<file path="src/rtl/mac512_result_unloader.sv">
// MAC result unloader: snapshots the wide MAC result every MAC_CYCLES
// enabled cycles and streams it out LS word first over valid/ready.
module mac512_result_unloader #(
    parameter int RES_W      = 512,
    parameter int WORD_W     = 32,
    parameter int MAC_CYCLES = 256
) (
    input  logic              clk,
    input  logic              rst_n,
    input  logic              mac_en,
    input  logic [RES_W-1:0]  mac_out,
    output logic [WORD_W-1:0] o_data,
    output logic              o_valid,
    input  logic              o_ready,
    output logic              o_last,
    output logic              busy,
    output logic              overrun,
    output logic [15:0]       result_cnt
);

    localparam int NWORDS = RES_W / WORD_W;
    localparam int CW     = $clog2(MAC_CYCLES);
    localparam int IW     = (NWORDS > 1) ? $clog2(NWORDS) : 1;

    typedef enum logic {
        IDLE   = 1'b0,
        STREAM = 1'b1
    } state_t;

    state_t             state_q, state_d;
    logic [CW-1:0]      cnt_q, cnt_d;
    logic               sample_q, sample_d;
    logic [IW-1:0]      idx_q, idx_d;
    logic [RES_W-1:0]   buf_q, buf_d;
    logic               overrun_q, overrun_d;
    logic [15:0]        rcnt_q, rcnt_d;

    logic               hs;
    logic               fin;
    logic               accept;
    logic [WORD_W-1:0]  word;

    // Handshake decode and capture acceptance for this edge
    always_comb begin
        hs     = (state_q == STREAM) && o_ready;
        fin    = hs && (idx_q == IW'(NWORDS - 1));
        accept = sample_q && ((state_q == IDLE) || fin);
    end

    // Next-state: cycle counter, capture, stream index, sticky overrun
    always_comb begin
        cnt_d     = cnt_q;
        sample_d  = 1'b0;
        state_d   = state_q;
        idx_d     = idx_q;
        buf_d     = buf_q;
        overrun_d = overrun_q;
        rcnt_d    = rcnt_q;

        if (mac_en) begin
            if (cnt_q == CW'(MAC_CYCLES - 1)) begin
                cnt_d    = '0;
                sample_d = 1'b1;
            end else begin
                cnt_d = cnt_q + 1'b1;
            end
        end

        if (hs) begin
            idx_d = idx_q + 1'b1;
            if (fin) begin
                state_d = IDLE;
            end
        end

        if (accept) begin
            buf_d   = mac_out;
            idx_d   = '0;
            state_d = STREAM;
            rcnt_d  = rcnt_q + 16'd1;
        end else if (sample_q) begin
            overrun_d = 1'b1;
        end
    end

    // State registers, all cleared asynchronously
    always_ff @(posedge clk or negedge rst_n) begin
        if (!rst_n) begin
            state_q   <= IDLE;
            cnt_q     <= '0;
            sample_q  <= 1'b0;
            idx_q     <= '0;
            buf_q     <= '0;
            overrun_q <= 1'b0;
            rcnt_q    <= '0;
        end else begin
            state_q   <= state_d;
            cnt_q     <= cnt_d;
            sample_q  <= sample_d;
            idx_q     <= idx_d;
            buf_q     <= buf_d;
            overrun_q <= overrun_d;
            rcnt_q    <= rcnt_d;
        end
    end

    // Word select from the held snapshot; depends only on flops
    always_comb begin
        word = '0;
        for (int i = 0; i < NWORDS; i++) begin
            if (idx_q == IW'(i)) begin
                word = buf_q[i*WORD_W +: WORD_W];
            end
        end
    end

    assign o_data     = word;
    assign o_valid    = (state_q == STREAM);
    assign busy       = (state_q == STREAM);
    assign o_last     = (state_q == STREAM) && (idx_q == IW'(NWORDS - 1));
    assign overrun    = overrun_q;
    assign result_cnt = rcnt_q;

endmodule

</file>
<file path="config.mk">
export PLATFORM = sky130hd
export DESIGN_NAME = mac512_result_unloader
export DESIGN_NICKNAME = d
export VERILOG_FILES = /design/src/rtl/mac512_result_unloader.sv
export SDC_FILE = /design/constraint.sdc
export NUM_CORES = 1
export LEC_CHECK = 0
export ABC_AREA = 1
export ABC_CLOCK_PERIOD_IN_PS = 4000
export CAP_MARGIN = 20
export CORE_ASPECT_RATIO = 0.6
export CORE_UTILIZATION = 45
export CTS_BUF_LIST = sky130_fd_sc_hd__clkbuf_4 sky130_fd_sc_hd__clkbuf_8
export DETAILED_ROUTE_END_ITERATION = 12
export GPL_ROUTABILITY_DRIVEN = 0
export PLACE_DENSITY = 0.74
export SETUP_SLACK_MARGIN = 0.1
export SLEW_MARGIN = 20
export SYNTH_ARGS = -nofsm -noshare
export SYNTH_HDL_FRONTEND = slang
export SYNTH_SLANG_ARGS = --single-unit
</file>
<file path="constraint.sdc">
create_clock -name clk -period 4 [get_ports clk]
set_input_delay 0.4 -clock clk [delete_from_list [all_inputs] [get_ports clk]]
set_output_delay 0.4 -clock clk [all_outputs]
set_load 0.01 [all_outputs]
</file>
# == Word-level counts from Yosys, hierarchy flattened ==
# Cells that the tools add are included.
# op_classes
muxes,24
reduce_logical,10
n_eq_ne,16
bitwise_logic,2
addsub,3
# op_table
cell,n
two-way mux 32 bit,16
"== test 4 bit, second input constant",8
"adder 16 x 1 -> 16 bit, second input constant",1
"== test 4 x 3 -> 1 bit, second input constant",4
"adder 8 x 1 -> 8 bit, second input constant",1
"== test 4 x 2 -> 1 bit, second input constant",2
"== test 8 bit, second input constant",1
two-way mux 4 bit,2
two-way mux 8 bit,1
two-way mux 1 bit,5
"adder 4 x 1 -> 4 bit, second input constant",1
"== test 4 x 1 -> 1 bit, second input constant",1
logical AND 1 bit,4
zero test 4 bit,1
AND reduction 2 bit,2
nonzero test 2 bit,2
NOT 1 bit,2
logical OR 1 bit,1
# totals
reg_bits,543
out_inout_bits,52
in_bits,516

# == Longest topological paths before layout ==
# logic_depth
ltp_word,17
ltp_mapped,21
ltp_nobuf,20

# == Worst setup path after synthesis ==
# OpenSTA, ideal clock, no wires.
# synth_path
path_kind,register -> output
startpoint,register idx_q[1]
endpoint,output port o_data[31]
stages_incl_launch_ff,20
arrival_time_ns,2.180
setup_slack_ns,1.420
path_buffers,2
required_time_ns,3.600
path_cell_list,dfrtp_1 inv_1 ha_1 buf_2 nor2_1 clkbuf_1 nand3_1 nand3_1 nand2_1 nand3b_1 nand2_1 nand2_1 nand2_1 nand3_1 nand3_1 nand2_1 nand2_1 nand3_1 nand2_1 a21oi_1
# synth_between
elab_chain_cells,17
# synth_lines
item,line_no,rtl
start: declaration,33,"logic [IW-1:0] idx_q, idx_d;"
start signal: assignment,100,idx_q <= idx_d;
zero test 4 bit,111,if (idx_q == IW'(i)) begin
two-way mux 32 bit (15 in a row),111,
two-way mux 32 bit (*),111,
end: declaration,12,"output logic [WORD_W-1:0] o_data,"
# Every way passes the cells marked *; elsewhere a longest branch is shown, timed or not.

# == Worst setup path after layout ==
# layout_path
startpoint,register idx_q[0]
endpoint,output port o_data[16]
# Same word-level chain as after synthesis.

==> impl_metrics.yaml <==
timing:
  clock_skew_ns: 0.0363
  finalHoldViolations: 0
  fmax_ghz: 0.257
  final.setup.tns_ns: 0
  max-slew-margin-rel_pct: 22.5
  final.min_clock_period_ns: 3.90
  unrepaired_setup_endpoints_after_global_routing: "yes"
  timing.final.setup_violations: 0
  timing_worst_slew_pin_value_ns: 1.16
  timing_max_transition_violations_final: 0
  share_of_the_clock_period_used_by_the_worst_path_after_layout_pct: 97.4
clocking:
  clockRootBuffer: "sky130_fd_sc_hd__clkbuf_8"
  clkTransAtPathRegs_ns: 0.07
  insertion_delay_ns: 0.68
  cts-buffers-inserted: 84
  clk_path_buf_depth: 3
  cts.sinks: 543
  cts_tree: "yes"
  h-tree-depth: 3
worst_setup_path:
  path_buf_inv: 4
  critPathLaunchType: "register"
  worst-path-stages: 20
  cp_slowest_cell: "sky130_fd_sc_hd__dfrtp_2"
  worst_path_dominant_cell_family: "simple AND/OR/NAND/NOR gates"
  critical_path_class: "reg -> out"
  cp_cell_sequence: "buf_6 -> ha_4 -> nor2_4 -> buf_6 -> clkbuf_16 -> nand3_1 -> nand3_2 -> nand2_2 -> nand3_4 -> nand2_1 -> nand2_1 -> nand2_2 -> nand3_1 -> nand3_1 -> nand3_2 -> nand2_2 -> nand3_2 -> nand2_4 -> a21oi_2 -> buf_2"
  setup.worst_path.end_class: "output pin"
  worst-endpoint-required_ns: 3.60
  cp_slowest_stage_delay_ns: 0.43
  crit_arrival_ns: 3.50
  critical_path.max_fanout: 8
  r2r_cells: 10
global_route:
  track_usage_pct: 33.6
  grt_pass1_vias: 24252
  grt_first_pass_wirelength_mm: 149
  pin_count_of_the_biggest_net_entering_global_routing: 233
  grt_remaining_overflow: 0
  grt_antenna_before_repair: 8
routing:
  ant_nets: 0
  wl_final_mm: 101
  first_pass_iters: 5
  drc_errors: 0
  vias: 25969
  wirelength_per_cell_um: 20.5
  iter_0_drt_violations: 3530
  avgViaCountPerCell: 5.25
logic_synthesis:
  synthesis.nets: 4105
  synth-seq-area-share_pct: 52.0
  synth_enable_flop_cells: 0
  synth.top_cells.by_count: "sky130_fd_sc_hd__nand2_1 (1956), sky130_fd_sc_hd__dfrtp_1 (543), sky130_fd_sc_hd__nand3_1 (254)"
  synth-seq-cells: 543
  post-synth-top-count-cell: "sky130_fd_sc_hd__nand2_1"
  postSynth.asyncResetShare_pct: 100
  number_of_unique_standard_cell_types_used_by_synthesis: 34
  post_synth_main_area_contributors: "sky130_fd_sc_hd__dfrtp_1 (52%), sky130_fd_sc_hd__nand2_1 (28%), sky130_fd_sc_hd__nand3_1 (4.9%), sky130_fd_sc_hd__clkbuf_1 (2.3%), sky130_fd_sc_hd__inv_1 (2.3%)"
  synthesized_area_per_cell_um2: 7.30
  synth_ff_type: "sky130_fd_sc_hd__dfrtp_1"
  synth_top_area_cell: "sky130_fd_sc_hd__dfrtp_1"
  ys_warn_count: 0
  netlist_area_um2: 26200
  synthDominantCellAreaShare_pct: 52.0
  synthesis.instances: 3583
die:
  fp.coreArea_um2: 57400
  pin_count: 568
  floorplan.rows: 68
  fp.dieW_um: 313
  initial_utilization_pct: 45.5
  die_h_um: 189
  floorplan.die_area_um2: 59100
cells_and_area:
  drive_gt1_share_pct: 12.9
  synthToLayoutAreaGrowth_pct: 37.6
  nets: 4638
  final_core_utilization_pct: 62.7
power_and_ir_drop:
  power.internal_uw: 11200
  leakagePower_uw: 0.0194
  share_seq_of_total_power_pct: 29.9
  swShare_pct: 40.1
  power_per_cell_area_nw_per_um2: 521
  part_of_the_power_in_combinational_logic_pct: 43.4
  clock_power_share_pct: 26.8
  power.net_switching_uw: 7520
  post-layout-total-power_uw: 18800
  ir_worst_vdd_mv: 0.279
placement:
  port_buffers: 567
  dpl_hpwl_mm: 69.8
run_status:
  run_status: "completed"
worst_hold_path:
  worst_hold_path_class: "in -> reg"
  worst_hold_path.num_cells: 3
flow_run:
  max_cap_violations: 0
layer usage:
layer / global-route usage, % / share of wire (%) / wire length, um / up-vias
li1: - / - / - / 12051
met1: 51.7 / 45 / 45500 / 12284
met2: 44.9 / 40 / 40700 / 1434
met3: 9.97 / 12 / 12200 / 190
met4: 9.76 / 2.8 / 2860 / 10
met5: 0 / 0.068 / 69 / -
power by group through the flow:
stage          clock [uW]  sequential (uW)  combinational (uW)
3_5_place_dp            0             5700                6600
6_report             5020             5600                8130
5_1_grt              5290             5610                8550
4_1_cts              5060             5600                7270
2_1_floorplan           0             5690                3030
3_3_place_gp            0             5700                6580
cell usage in the layout, fill, tap and decap left out, types with 15 or more instances in the layout:
cell type and count:
sky130_fd_sc_hd__nor2_1 132, sky130_fd_sc_hd__or2_2 38, sky130_fd_sc_hd__clkdlybuf4s50_1 534, sky130_fd_sc_hd__dfrtp_1 542
sky130_fd_sc_hd__clkbuf_4 31, sky130_fd_sc_hd__clkbuf_8 101, sky130_fd_sc_hd__inv_1 151, sky130_fd_sc_hd__buf_4 42
sky130_fd_sc_hd__nand3_4 22, sky130_fd_sc_hd__o21ai_0 82, sky130_fd_sc_hd__nand2_2 71, sky130_fd_sc_hd__buf_2 15
sky130_fd_sc_hd__a21oi_1 57, sky130_fd_sc_hd__nand2_1 1873, sky130_fd_sc_hd__nand3_1 153, sky130_fd_sc_hd__nand3_2 80
sky130_fd_sc_hd__or2_1 32, sky130_fd_sc_hd__nand3b_1 33, sky130_fd_sc_hd__buf_12 25
sequential cells by signal (all words and copies together), names as in the netlist:
register    flops
overrun         1
busy            1
sample_q        1
cnt_q           8
idx_q           4
buf_q         512
result_cnt     16
layout make-up:
cell class	instances	area, um^2
antenna	4	10.0
clock buffer	132	1620
clock inverter	15	143
fill	4973	21400
inverter	165	643
multi-input combinational	2666	12200
sequential	543	13600
tap	770	963
timing repair buffer	655	6830
timing repair inverter	1	5.00
worst paths after layout:
check                              to   startpoint  slack, ns
max                        o_data[16]     idx_q[0]       0.10
min                         buf_q[94]  mac_out[94]       0.26
max reg2reg                buf_q[324]     idx_q[0]       0.86
min reg2reg                buf_q[359]   buf_q[359]       0.47
max in group asynchronous  buf_q[264]        rst_n       2.44
min in group asynchronous   buf_q[27]        rst_n       0.32
cell families after synthesis:
group	share of synthesized area [%]
flip-flops	52.0
buffers and inverters	5.55
AO/OA/AOI/OAI	2.93
AND/OR/NAND/NOR	38.6
XOR/XNOR	0.670
adder cells (fa/ha/maj)	0.287
stage by stage:
step / instances / hold slack [ns] / area, um^2 / setup slack [ns]
final: 4951 / 0.257 / 36000 / 0.103
after floorplan: 3583 / 0.104 / 26200 / 1.42
after global routing: 4948 / 0.253 / 36000 / 0.00398
after detailed placement: 4757 / 0.450 / 32600 / 0.132
after CTS: 4936 / 0.226 / 35300 / -0.00903
after global placement: 4757 / 0.445 / 32600 / 0.167
worst register-to-register path, cell delays in order, from the launching register on:
cell and delay [ns]:
sky130_fd_sc_hd__dfrtp_2 0.43, sky130_fd_sc_hd__buf_4 0.15, sky130_fd_sc_hd__ha_4 0.17, sky130_fd_sc_hd__inv_4 0.09, sky130_fd_sc_hd__nor2_4 0.05, sky130_fd_sc_hd__a21oi_2 0.19, sky130_fd_sc_hd__nor2_4 0.10, sky130_fd_sc_hd__inv_8 0.59
sky130_fd_sc_hd__buf_12 0.74, sky130_fd_sc_hd__nand2_1 0.43, sky130_fd_sc_hd__nand2_1 0.11
repair_timing:
item	4_1_cts	5_1_grt
gates resized for setup	227	168
endpoints found under the hold margin	91	0
cloned	8	6
hold buffers	1	0
endpoints found under the setup margin	33	33
buffers inserted	23	5
pin swaps	28	50
Note: power is estimated with default switching activity, not from simulation.
